[config.mk]
export PLATFORM = sky130hd
export DESIGN_NAME = load_align_unit
export DESIGN_NICKNAME = d
export VERILOG_FILES = /design/src/rtl/load_pkg.sv /design/src/rtl/load_extend.sv /design/src/rtl/load_align_unit.sv
export SDC_FILE = /design/constraint.sdc
export NUM_CORES = 1
export LEC_CHECK = 0
export CAP_MARGIN = 40
export CORE_ASPECT_RATIO = 0.7
export CORE_UTILIZATION = 50
export DETAILED_ROUTE_END_ITERATION = 7
export PLACE_DENSITY = 0.8
export SLEW_MARGIN = 10
export SYNTH_ARGS = -nofsm -noshare
export SYNTH_HDL_FRONTEND = slang
export SYNTH_SLANG_ARGS = --single-unit
[constraint.sdc]
create_clock -name clk -period 5.65 [get_ports clk]
set_input_delay 0.8475 -clock clk [delete_from_list [all_inputs] [get_ports clk]]
set_output_delay 0.8475 -clock clk [all_outputs]
set_load 0.01 [all_outputs]
[src/rtl/load_pkg.sv]
// Shared definitions for the load alignment datapath: mode encodings, FSM states
// and the size / legality helpers used by both the control and extension logic.
package load_pkg;

  localparam logic [2:0] NOREGWRITE = 3'd0;
  localparam logic [2:0] LB         = 3'd1;
  localparam logic [2:0] LH         = 3'd2;
  localparam logic [2:0] LW         = 3'd3;
  localparam logic [2:0] LBU        = 3'd4;
  localparam logic [2:0] LHU        = 3'd5;
  localparam logic [2:0] LWU        = 3'd6;
  localparam logic [2:0] LD         = 3'd7;

  typedef enum logic [2:0] {
    IDLE,
    ISSUE0,
    DATA0,
    DATA1,
    RESP
  } state_t;

  function automatic logic [3:0] load_size(input logic [2:0] mode);
    case (mode)
      LB, LBU: load_size = 4'd1;
      LH, LHU: load_size = 4'd2;
      LW, LWU: load_size = 4'd4;
      LD:      load_size = 4'd8;
      default: load_size = 4'd0;
    endcase
  endfunction

  // Doubleword and unsigned-word loads only exist on a 64-bit datapath.
  function automatic logic mode_legal(input logic [2:0] mode, input int xlen);
    mode_legal = !((xlen == 32) && ((mode == LWU) || (mode == LD)));
  endfunction

endpackage

[src/rtl/load_extend.sv]
// Combinational byte select and sign/zero extension of a two-word little-endian window.
// Zero latency, no handshake.
module load_extend
  import load_pkg::*;
#(
  parameter int XLEN = 32
) (
  input  logic [2*XLEN-1:0]         din,
  input  logic [$clog2(XLEN/8)-1:0] offset,
  input  logic [2:0]                mode,
  output logic [XLEN-1:0]           dout
);

  logic [XLEN-1:0] shifted;

  // Only the low word of the shifted window can ever hold selected bytes.
  assign shifted = XLEN'(din >> {offset, 3'b000});

  always_comb begin
    dout = '0;
    case (mode)
      LB:      dout = XLEN'($signed(shifted[7:0]));
      LH:      dout = XLEN'($signed(shifted[15:0]));
      LW:      dout = XLEN'($signed(shifted[31:0]));
      LBU:     dout = XLEN'(shifted[7:0]);
      LHU:     dout = XLEN'(shifted[15:0]);
      LWU:     dout = XLEN'(shifted[31:0]);
      LD:      dout = shifted;
      default: dout = '0;
    endcase
  end

endmodule

[src/rtl/load_align_unit.sv]
// Sequential load unit: one or two aligned memory reads, stitching, then extension.
// Latency 3 (aligned) / 4 (split) / 1 (no access); result held in RESP until resp_ready.
module load_align_unit
  import load_pkg::*;
#(
  parameter int XLEN        = 32,
  parameter int ADDR_W      = 32,
  parameter int MISALIGN_EN = 1
) (
  input  logic              clk,
  input  logic              rst,
  input  logic              req_valid,
  output logic              req_ready,
  input  logic [ADDR_W-1:0] req_addr,
  input  logic [2:0]        req_mode,
  input  logic [4:0]        req_rd,
  output logic              mem_rd_en,
  output logic [ADDR_W-1:0] mem_addr,
  input  logic [XLEN-1:0]   mem_rdata,
  output logic              resp_valid,
  input  logic              resp_ready,
  output logic [XLEN-1:0]   resp_data,
  output logic [4:0]        resp_rd,
  output logic              resp_fault,
  output logic              busy
);

  localparam int BYTES = XLEN / 8;
  localparam int OFF_W = $clog2(BYTES);

  state_t state, state_nxt;

  logic              accept, resp_fire;
  logic [4:0]        span_sum;
  logic              req_spans, req_fault, needs_mem;
  logic [OFF_W-1:0]  off_q;
  logic [2:0]        mode_q;
  logic              span_q;
  logic [XLEN-1:0]   word0_q;
  logic [2*XLEN-1:0] ext_din;
  logic [XLEN-1:0]   ext_data;

  assign req_ready = (state == IDLE) && !rst;
  assign busy      = (state != IDLE);
  assign accept    = req_valid && req_ready;
  assign resp_fire = resp_valid && resp_ready;

  assign span_sum  = 5'(req_addr[OFF_W-1:0]) + 5'(load_size(req_mode));
  assign req_spans = span_sum > 5'(BYTES);
  assign req_fault = !mode_legal(req_mode, XLEN) || (req_spans && (MISALIGN_EN == 0));
  assign needs_mem = !req_fault && (req_mode != NOREGWRITE);

  // Upper word reads as zero for loads that stay within one word.
  assign ext_din = span_q ? {mem_rdata, word0_q} : {{XLEN{1'b0}}, mem_rdata};

  load_extend #(.XLEN(XLEN)) u_extend (
    .din    (ext_din),
    .offset (off_q),
    .mode   (mode_q),
    .dout   (ext_data)
  );

  always_ff @(posedge clk) begin
    if (rst) state <= IDLE;
    else     state <= state_nxt;
  end

  always_comb begin
    state_nxt = state;
    case (state)
      IDLE:    if (accept) state_nxt = needs_mem ? ISSUE0 : RESP;
      ISSUE0:  state_nxt = DATA0;
      DATA0:   state_nxt = span_q ? DATA1 : RESP;
      DATA1:   state_nxt = RESP;
      RESP:    if (resp_fire) state_nxt = IDLE;
      default: state_nxt = IDLE;
    endcase
  end

  always_ff @(posedge clk) begin
    if (rst) begin
      mem_rd_en  <= 1'b0;
      mem_addr   <= '0;
      resp_valid <= 1'b0;
      resp_data  <= '0;
      resp_rd    <= '0;
      resp_fault <= 1'b0;
      off_q      <= '0;
      mode_q     <= NOREGWRITE;
      span_q     <= 1'b0;
      word0_q    <= '0;
    end else begin
      mem_rd_en <= 1'b0;
      case (state)
        IDLE: begin
          if (accept) begin
            off_q   <= req_addr[OFF_W-1:0];
            mode_q  <= req_mode;
            span_q  <= req_spans;
            resp_rd <= req_rd;
            if (needs_mem) begin
              mem_rd_en <= 1'b1;
              mem_addr  <= {req_addr[ADDR_W-1:OFF_W], {OFF_W{1'b0}}};
            end else begin
              resp_valid <= 1'b1;
              resp_data  <= '0;
              resp_fault <= req_fault;
            end
          end
        end
        // Second read is launched early so it lands in the cycle after word0.
        ISSUE0: begin
          if (span_q) begin
            mem_rd_en <= 1'b1;
            mem_addr  <= mem_addr + ADDR_W'(BYTES);
          end
        end
        DATA0: begin
          word0_q <= mem_rdata;
          if (!span_q) begin
            resp_valid <= 1'b1;
            resp_data  <= ext_data;
            resp_fault <= 1'b0;
          end
        end
        DATA1: begin
          resp_valid <= 1'b1;
          resp_data  <= ext_data;
          resp_fault <= 1'b0;
        end
        RESP: begin
          if (resp_fire) resp_valid <= 1'b0;
        end
        default: ;
      endcase
    end
  end

endmodule

==> metrics.md, run 1 <==
| Metric | Value |
|---|---|
| Result of the run | `finished, final reports clean` |
| CTS tree | `built` |
| Number of levels the H-tree was split into | `3` |
| CP endpoint | `mem_addr[28]$_SDFFE_PP0P_` |
| P&R area growth vs syn | `24.6%` |
| Clock-pin slew on the worst setup and hold paths | `around 70 ps` |
| Antenna diodes | `0` |
| Hold violation count in the final report | `0` |
| Fin. max-slew vios | `0` |
| Flop2flop setup slack | `~3000 ps` |
| Netlist Area Pre-Place | `~0.0066 sq mm` |
| Total of buffers placed on input and output ports | `around 150` |
| Area enclosed by the die boundary | `approximately 0.014 sq mm` |
| EDFF count, synth | `0` |
| Sort of element at the end of the critical path | `flip-flop` |
| All-layer global routing usage | `27.7%` |
| PwrDens | `242 mW/mm^2` |
| First-pass GRT wire length | `~30000 um` |
| Worst-Margin Slew | `around 870 ps` |
| CTS Hold Buffers Added | `0` |
| Most Used Layer, Global Route | `met1` |
| Number of violations reported at the end of detailed-routing iteration 0 | `~690` |
| Core area | `between 0.01 and 0.015 sq mm` |
| Startpoint of the worst setup timing path | `req_valid` |
| Startpoint Class | `input pin` |
| Fraction of synthesis flops using an asynchronous set or reset pin | `0%` |
| Share of the clock period used by the worst path | `between 50% and 60%` |
| Hold path startpoint | `word0_q[5]$_SDFFE_PP0N_` |
| Clock insertion delay at the later pin of the skew report | `360 ps` |
| Pre-antenna DRT Iters | `5` |
| M2 GR Usage | `37.8%` |
| Crit path DAT | `3130 ps` |
| I/O pin total | `150` |
| Horizontal die dimension | `around 140 um` |
| Post-synthesis register bit count | `between 100 and 150` |
| Count of buffers added by post-CTS timing repair for setup | `0` |
| Min Tclk post-route | `approximately 2900 ps` |
| Max Clock Skew | `a little over 7 ps` |
| # DRC | `0` |
| Initial Util | `between 50% and 60%` |
| Maximum number of pins on one net before global-route repair | `82` |
| Number of buffers on the longest clock path | `2` |
| Average size of a mapped cell | `about 8.2 sq um` |
| Unrepaired setup endpoints after global routing | `no` |
| Number of cell rows | `34` |
| Global Route met1 Usage | `43.4%` |
| Sum of overflow across all layers after global routing | `0` |
| Count of unique library cells instantiated by Yosys | `between 70 and 80` |
| Critical-path maximum fanout | `31` |
| FMAX | `approximately 350 MHz` |
| FF-to-FF Start | `state[1]$_SDFFE_PP0P_` |
| Cell accounting for the most synthesized area | `sky130_fd_sc_hd__dfxtp_1` |
| Post-route core utilization | `65.2%` |
| Leakage power of the design | `between 2 and 3 nW` |
| Hold Path Class | `reg -> reg` |
| Top area cells in the synthesized netlist | `sky130_fd_sc_hd__dfxtp_1 34%, sky130_fd_sc_hd__nand2_1 8.8%, sky130_fd_sc_hd__a21oi_1 8.6%` |
| Portion of the post-synthesis area used by sequential elements | `approximately a third` |
| Kind of critical path | `in -> reg` |
| Max transition margin | `a little over two fifths` |
| Vias in the first global route | `between 5000 and 6000` |
| Synth warn | `0` |
| Via count | `about 6500` |
| Post-route setup TNS | `0 ps` |
| Fin nets | `982` |
| Drt via density | `6.07` |
| Worst endpoint required time | `5930 ps` |
| Wirelength, routed | `between 15000 and 20000 um` |
| Routability congestion estimate | `between 0.9 and 1` |
| Worst Hold Depth | `2` |
| Antenna violations before repair | `0` |
| Design Power | `0.00200 W` |
| GR Layer Usage met3 | `just over 6%` |
| Worst hold slack after final layout | `about 460 ps` |
| Root cell of the clock tree | `sky130_fd_sc_hd__clkbuf_16` |
| Share of Yosys cell area claimed by the top area cell type | `between 30% and 40%` |
| Routed wire length per instance | `between 15 and 20 um` |
| CTS Buf Count | `9` |
| Dominant register cell in the synthesized netlist | `sky130_fd_sc_hd__dfxtp_1` |
| Max_cap viols | `0` |
| PostCTS Resize Cnt | `0` |
| Height of the chip | `98.4 um` |
| Clk sink count | `111` |
| Final-report setup violation count | `0` |
| Count of fill cells added during filler insertion | `1065` |
| Proportion of layout cells with a drive suffix above 1 | `under 10%` |
| Worst vdd ir | `between 0.15 and 0.2 mV` |
| Length in cells of the worst reg-to-reg path | `6` |
| Count of nets left with antenna violations after detail routing | `0` |
| Detailed-placement wirelength estimate | `roughly 13000 um` |
| Reg-to-reg critical path endpoint | `mem_addr[28]$_SDFFE_PP0P_` |
| Mapped Cells | `around 810` |
cells by family after synthesis:
logic type               after synthesis  share of synthesized area [%]
other                                  1                         0.0565
multiplexers                          69                           13.2
AND/OR/NAND/NOR                      279                           20.1
buffers and inverters                 90                           7.42
AO/OA/AOI/OAI                        252                           24.4
XOR/XNOR                               2                          0.264
flip-flops                           111                           33.5
adder cells (fa/ha/maj)                5                           1.02
cell type report:
| cell class | count | area (sq um) | area share [%] |
|---|---|---|---|
| Multi-Input combinational cell | 609 | 3930 | 47.5 |
| Sequential cell | 111 | 2220 | 26.9 |
| Timing Repair Buffer | 157 | 1560 | 18.8 |
| Clock buffer | 9 | 225 | 2.73 |
| Tap cell | 162 | 203 | 2.45 |
| Clock inverter | 7 | 77.6 | 0.939 |
| Inverter | 14 | 52.6 | 0.636 |
per-stage QoR:
stage	setup slack [ps]	instances	cell area (sq um)
CTS	2760	1069	8260
global route	2550	1069	8260
finish	2800	1069	8260
global placement	2470	1051	7940
floorplan	3280	810	6640
detailed placement	2410	1053	7960
cells in the final DEF, fill, tap and decap left out, types with 6 or more instances in the layout:
cell type / Yosys / layout
sky130_fd_sc_hd__nand2_1: 156 / 156
sky130_fd_sc_hd__clkdlybuf4s50_1: 0 / 146
sky130_fd_sc_hd__a21oi_1: 114 / 114
sky130_fd_sc_hd__dfxtp_1: 111 / 110
sky130_fd_sc_hd__nor2_1: 32 / 32
sky130_fd_sc_hd__mux2_2: 29 / 29
sky130_fd_sc_hd__mux2i_1: 27 / 27
sky130_fd_sc_hd__o21ai_0: 25 / 25
sky130_fd_sc_hd__nor3_1: 18 / 18
sky130_fd_sc_hd__o31ai_1: 18 / 18
sky130_fd_sc_hd__a22oi_1: 17 / 17
sky130_fd_sc_hd__inv_1: 13 / 13
sky130_fd_sc_hd__nand3_1: 12 / 12
sky130_fd_sc_hd__mux4_2: 12 / 12
sky130_fd_sc_hd__o22ai_1: 10 / 10
sky130_fd_sc_hd__nand4_1: 9 / 9
sky130_fd_sc_hd__nand2b_1: 9 / 9
sky130_fd_sc_hd__o2bb2ai_1: 9 / 9
sky130_fd_sc_hd__clkbuf_16: 0 / 9
sky130_fd_sc_hd__buf_4: 7 / 9
sky130_fd_sc_hd__a211oi_1: 8 / 8
sky130_fd_sc_hd__o31a_1: 7 / 7
sky130_fd_sc_hd__a221oi_1: 7 / 7
sky130_fd_sc_hd__o32ai_1: 6 / 6
Yosys cell counts (9+ instances only):
master	count
sky130_fd_sc_hd__o31ai_1	18
sky130_fd_sc_hd__nand3_1	12
sky130_fd_sc_hd__a22oi_1	17
sky130_fd_sc_hd__nand4_1	9
sky130_fd_sc_hd__nor2_1	32
sky130_fd_sc_hd__o2bb2ai_1	9
sky130_fd_sc_hd__inv_1	13
sky130_fd_sc_hd__o22ai_1	10
sky130_fd_sc_hd__nand2b_1	9
sky130_fd_sc_hd__buf_6	11
sky130_fd_sc_hd__a21oi_1	114
sky130_fd_sc_hd__nand2_1	156
sky130_fd_sc_hd__nor3_1	18
sky130_fd_sc_hd__dfxtp_1	111
sky130_fd_sc_hd__o21ai_0	25
sky130_fd_sc_hd__mux4_2	12
sky130_fd_sc_hd__buf_2	23
sky130_fd_sc_hd__mux2i_1	27
sky130_fd_sc_hd__mux2_2	29
sky130_fd_sc_hd__clkbuf_1	33
registers in the layout, indices dropped and copies added (netlist names):
| signal | flops |
|---|---|
| resp_data | 32 |
| word0_q | 32 |
| mem_addr | 30 |
| resp_rd | 5 |
| mode_q | 3 |
| state | 3 |
| off_q | 2 |
| mem_rd_en | 1 |
| resp_fault | 1 |
| resp_valid | 1 |
| span_q | 1 |
layer usage:
metal | part of all wire, % | vias up
met3 | 10 | 28
met1 | 48 | 2999
met4 | 1.4 | 0
li1 | - | 3119
met2 | 40 | 345
met5 | 0 | -
critical path, cell delays in order:
cell and delay [ps]:
sky130_fd_sc_hd__clkdlybuf4s50_1 510, sky130_fd_sc_hd__nor3b_4 490, sky130_fd_sc_hd__a32o_2 650, sky130_fd_sc_hd__nand2b_1 360
sky130_fd_sc_hd__o221ai_1 260
power breakdown:
part / internal, W / switching, W / leakage (nW)
combinational: 0.000223 / 0.000252 / 1.77
sequential: 0.000817 / 0.0000429 / 0.899
clock: 0.000350 / 0.000315 / 0.147
total: 0.00139 / 0.000610 / 2.81
worst min path at each step:
stage                              endpoint  slack (ps)
floorplan           word0_q[7]$_SDFFE_PP0N_         430
global placement    word0_q[7]$_SDFFE_PP0N_         440
detailed placement  resp_rd[2]$_SDFFE_PP0P_         450
CTS                 resp_rd[2]$_SDFFE_PP0P_         460
global route        resp_rd[2]$_SDFFE_PP0P_         470
finish              word0_q[5]$_SDFFE_PP0N_         460
Power figures use the tool's default switching activity.
==> run 2: changes to the inputs <==
--- a/config.mk
+++ b/config.mk
@@ -7,9 +7,9 @@
 export LEC_CHECK = 0
 export CAP_MARGIN = 40
 export CORE_ASPECT_RATIO = 0.7
-export CORE_UTILIZATION = 50
+export CORE_UTILIZATION = 46
 export DETAILED_ROUTE_END_ITERATION = 7
-export PLACE_DENSITY = 0.8
+export PLACE_DENSITY = 0.77
 export SLEW_MARGIN = 10
 export SYNTH_ARGS = -nofsm -noshare
 export SYNTH_HDL_FRONTEND = slang
==> constraint.sdc (replaced) <==
create_clock -name clk -period 2.6 [get_ports clk]
set_input_delay 0.39 -clock clk [delete_from_list [all_inputs] [get_ports clk]]
set_output_delay 0.39 -clock clk [all_outputs]
set_load 0.01 [all_outputs]
==> run 2 against run 1 <==
Net effect: first-iteration DRC count decreased by 23%; register-to-register slack got worse by 2600 ps; combinational power increased by 130%; die area increased by 8.5%; worst hold slack got worse by 6.3 ps; sequential cell count unchanged; clock skew increased by 3.4 ps; worst setup slack got worse by 2400 ps; wire length increased by 5.1%; cell count increased by 3.7%.
==> metrics.md, run 2 (synthesis results as in run 1) <==
| Metric | Value |
|---|---|
| Result of the run | `finished, final reports clean` |
| Share of the clock period used by the worst path | `between 80 and 90%` |
| Length in cells of the worst reg-to-reg path | `6` |
| All-layer global routing usage | `between 20% and 30%` |
| Flop2flop setup slack | `410 ps` |
| Core area | `roughly 0.014 sq mm` |
| Maximum number of pins on one net before global-route repair | `55` |
| Hold violation count in the final report | `0` |
| I/O pin total | `150` |
| Min Tclk post-route | `2190 ps` |
| Number of levels the H-tree was split into | `3` |
| Number of violations reported at the end of detailed-routing iteration 0 | `roughly 530` |
| CTS tree | `built` |
| PwrDens | `518 mW/mm^2` |
| Number of standard cells in the layout, taps in and fillers out | `between 1000 and 1500` |
| Inst Count DP | `~1100` |
| Routed wire length per instance | `17.9 um` |
| Antenna violations before repair | `0` |
| CTS Buf Count | `9` |
| Maximum cell stage delay along the critical path | `~510 ps` |
| Worst hold slack after final layout | `~450 ps` |
| Crit path DAT | `about 2500 ps` |
| Worst endpoint required time | `2880 ps` |
| # DRC | `0` |
| Reg-to-reg critical path endpoint | `resp_data[22]$_SDFFE_PP0P_` |
| Fin nets | `between 900 and 1000` |
| First-pass GRT wire length | `between 30000 and 40000 um` |
| Clk sink count | `between 100 and 150` |
| Number of buffers and inverters on the critical path | `1` |
| Startpoint Class | `flip-flop` |
| Detailed-placement wirelength estimate | `~14000 um` |
| Hold Path Class | `in -> reg` |
| Max_cap viols | `0` |
| Sink of the worst hold path | `mem_addr[7]$_SDFFE_PP0P_` |
| Critical-path maximum fanout | `12` |
| Most frequent standard cell in the layout excluding fill and tap cells | `sky130_fd_sc_hd__nand2_1` |
| Worst vdd ir | `roughly 0.38 mV` |
| Count of nets left with antenna violations after detail routing | `0` |
| Wirelength, routed | `between 15000 and 20000 um` |
| Leakage power of the design | `about 2.9 nW` |
| Max Clock Skew | `around 10 ps` |
| Clock-pin slew on the worst setup and hold paths | `~80 ps` |
| Worst Hold Depth | `2` |
| Number of buffers on the longest clock path | `2` |
| Commonest cells after routing, fill and taps aside | `156 x sky130_fd_sc_hd__nand2_1, 146 x sky130_fd_sc_hd__clkdlybuf4s50_1, 114 x sky130_fd_sc_hd__a21oi_1` |
| Sort of element at the end of the critical path | `flip-flop` |
| Unrepaired setup endpoints after global routing | `no` |
| Final-report setup violation count | `0` |
| FMAX | `about 460 MHz` |
| Proportion of layout cells with a drive suffix above 1 | `between 10% and 20%` |
| Sequence of cells on the critical path | `buf_4 > nand2_1 > or2_2 > o2bb2ai_1 > o31ai_1 > a21oi_1` |
| Sum of overflow across all layers after global routing | `0` |
| Worst-Margin Slew | `roughly 740 ps` |
| Biggest registers after layout | `resp_data (32), word0_q (32), mem_addr (30)` |
| Via count | `~6500` |
| Count of buffers added by post-CTS timing repair for setup | `0` |
| Slowest cell on crit path | `sky130_fd_sc_hd__dfxtp_1` |
| Height of the chip | `~100 um` |
| Area enclosed by the die boundary | `~0.015 sq mm` |
| Vias in the first global route | `a little under 6000` |
| P&R area growth vs syn | `27.1%` |
| Root cell of the clock tree | `sky130_fd_sc_hd__clkbuf_16` |
| Routability congestion estimate | `0.920` |
| Largest delay contributor family on the critical path | `compound AO/OA/AOI/OAI gates` |
| Count of fill cells added during filler insertion | `about 1300` |
| Drt via density | `between 5 and 6` |
| Number of cell rows | `36` |
| PostCTS Resize Cnt | `0` |
| CTS Hold Buffers Added | `0` |
| Max transition margin | `about half` |
| Kind of critical path | `reg -> reg` |
| Post-route setup TNS | `0 ps` |
| Pre-antenna DRT Iters | `5` |
| Total of buffers placed on input and output ports | `between 100 and 150` |
| Antenna diodes | `0` |
| Horizontal die dimension | `roughly 150 um` |
| Initial Util | `47.3%` |
| Clock insertion delay at the later pin of the skew report | `between 300 and 400 ps` |
| Hold path startpoint | `rst` |
| FF-to-FF Start | `span_q$_SDFFE_PP0P_` |
| Fin. max-slew vios | `0` |
-- run 2: changes by cell type in the layout (fill, tap and decap cells not counted), sizes merged --
cell    delta
buf       +13
clkinv     +1
inv        -2
-- run 2: per-layer routing --
layer / GRT usage, % / routed length, um
met5: 0 / 0
met4: 6.32 / 164
met3: 6.70 / 1810
met2: 38.3 / 8310
met1: 39.8 / 9590
-- run 2: power by group --
group          switching [W]  internal [W]
Clock               0.000670      0.000751
Sequential          0.000103       0.00178
Combinational       0.000553      0.000516
-- run 2: metrics by stage --
| step | worst slack, ps | utilization [%] | total power (W) | cell area [sq um] |
|---|---|---|---|---|
| 2_1_floorplan | 686 | - | 0.00256 | 6640 |
| 3_3_place_gp | 172 | 58.0 | 0.00295 | 8120 |
| 3_5_place_dp | 115 | 58.1 | 0.00297 | 8130 |
| 4_1_cts | 412 | 60.2 | 0.00437 | 8430 |
| 5_1_grt | 294 | 60.2 | 0.00454 | 8430 |
| 6_report | 412 | 60.2 | 0.00437 | 8430 |
-- run 2: worst reg2reg max path, delay by kind of cell (launching register included) --
| kind | cells | cell delay, ps |
|---|---|---|
| DFF | 1 | 510 |
| and+or+nand+nor | 2 | 580 |
| AOI/OAI and AO/OA | 3 | 730 |
| buffers and inverters | 1 | 290 |
-- run 2: layout make-up --
| cell class | count | area (sq um) | share of cell area, % |
|---|---|---|---|
| multi-input combinational | 609 | 3930 | 46.7 |
| sequential | 111 | 2220 | 26.4 |
| timing repair buffer | 170 | 1690 | 20.0 |
| tap | 190 | 238 | 2.82 |
| clock buffer | 9 | 225 | 2.67 |
| clock inverter | 6 | 68.8 | 0.817 |
| inverter | 14 | 52.6 | 0.624 |
-- run 2: worst max-delay path by stage --
stage                               start                    endpoint  cells after the start
floorplan                     req_mode[2]         span_q$_SDFFE_PP0P_                     10
global placement              req_mode[2]         span_q$_SDFFE_PP0P_                     10
detailed placement            req_mode[2]         span_q$_SDFFE_PP0P_                     10
CTS                 state[1]$_SDFFE_PP0P_                   req_ready                      4
global route        off_q[0]$_SDFFE_PP0P_  resp_data[28]$_SDFFE_PP0P_                      6
finish                span_q$_SDFFE_PP0P_  resp_data[22]$_SDFFE_PP0P_                      6
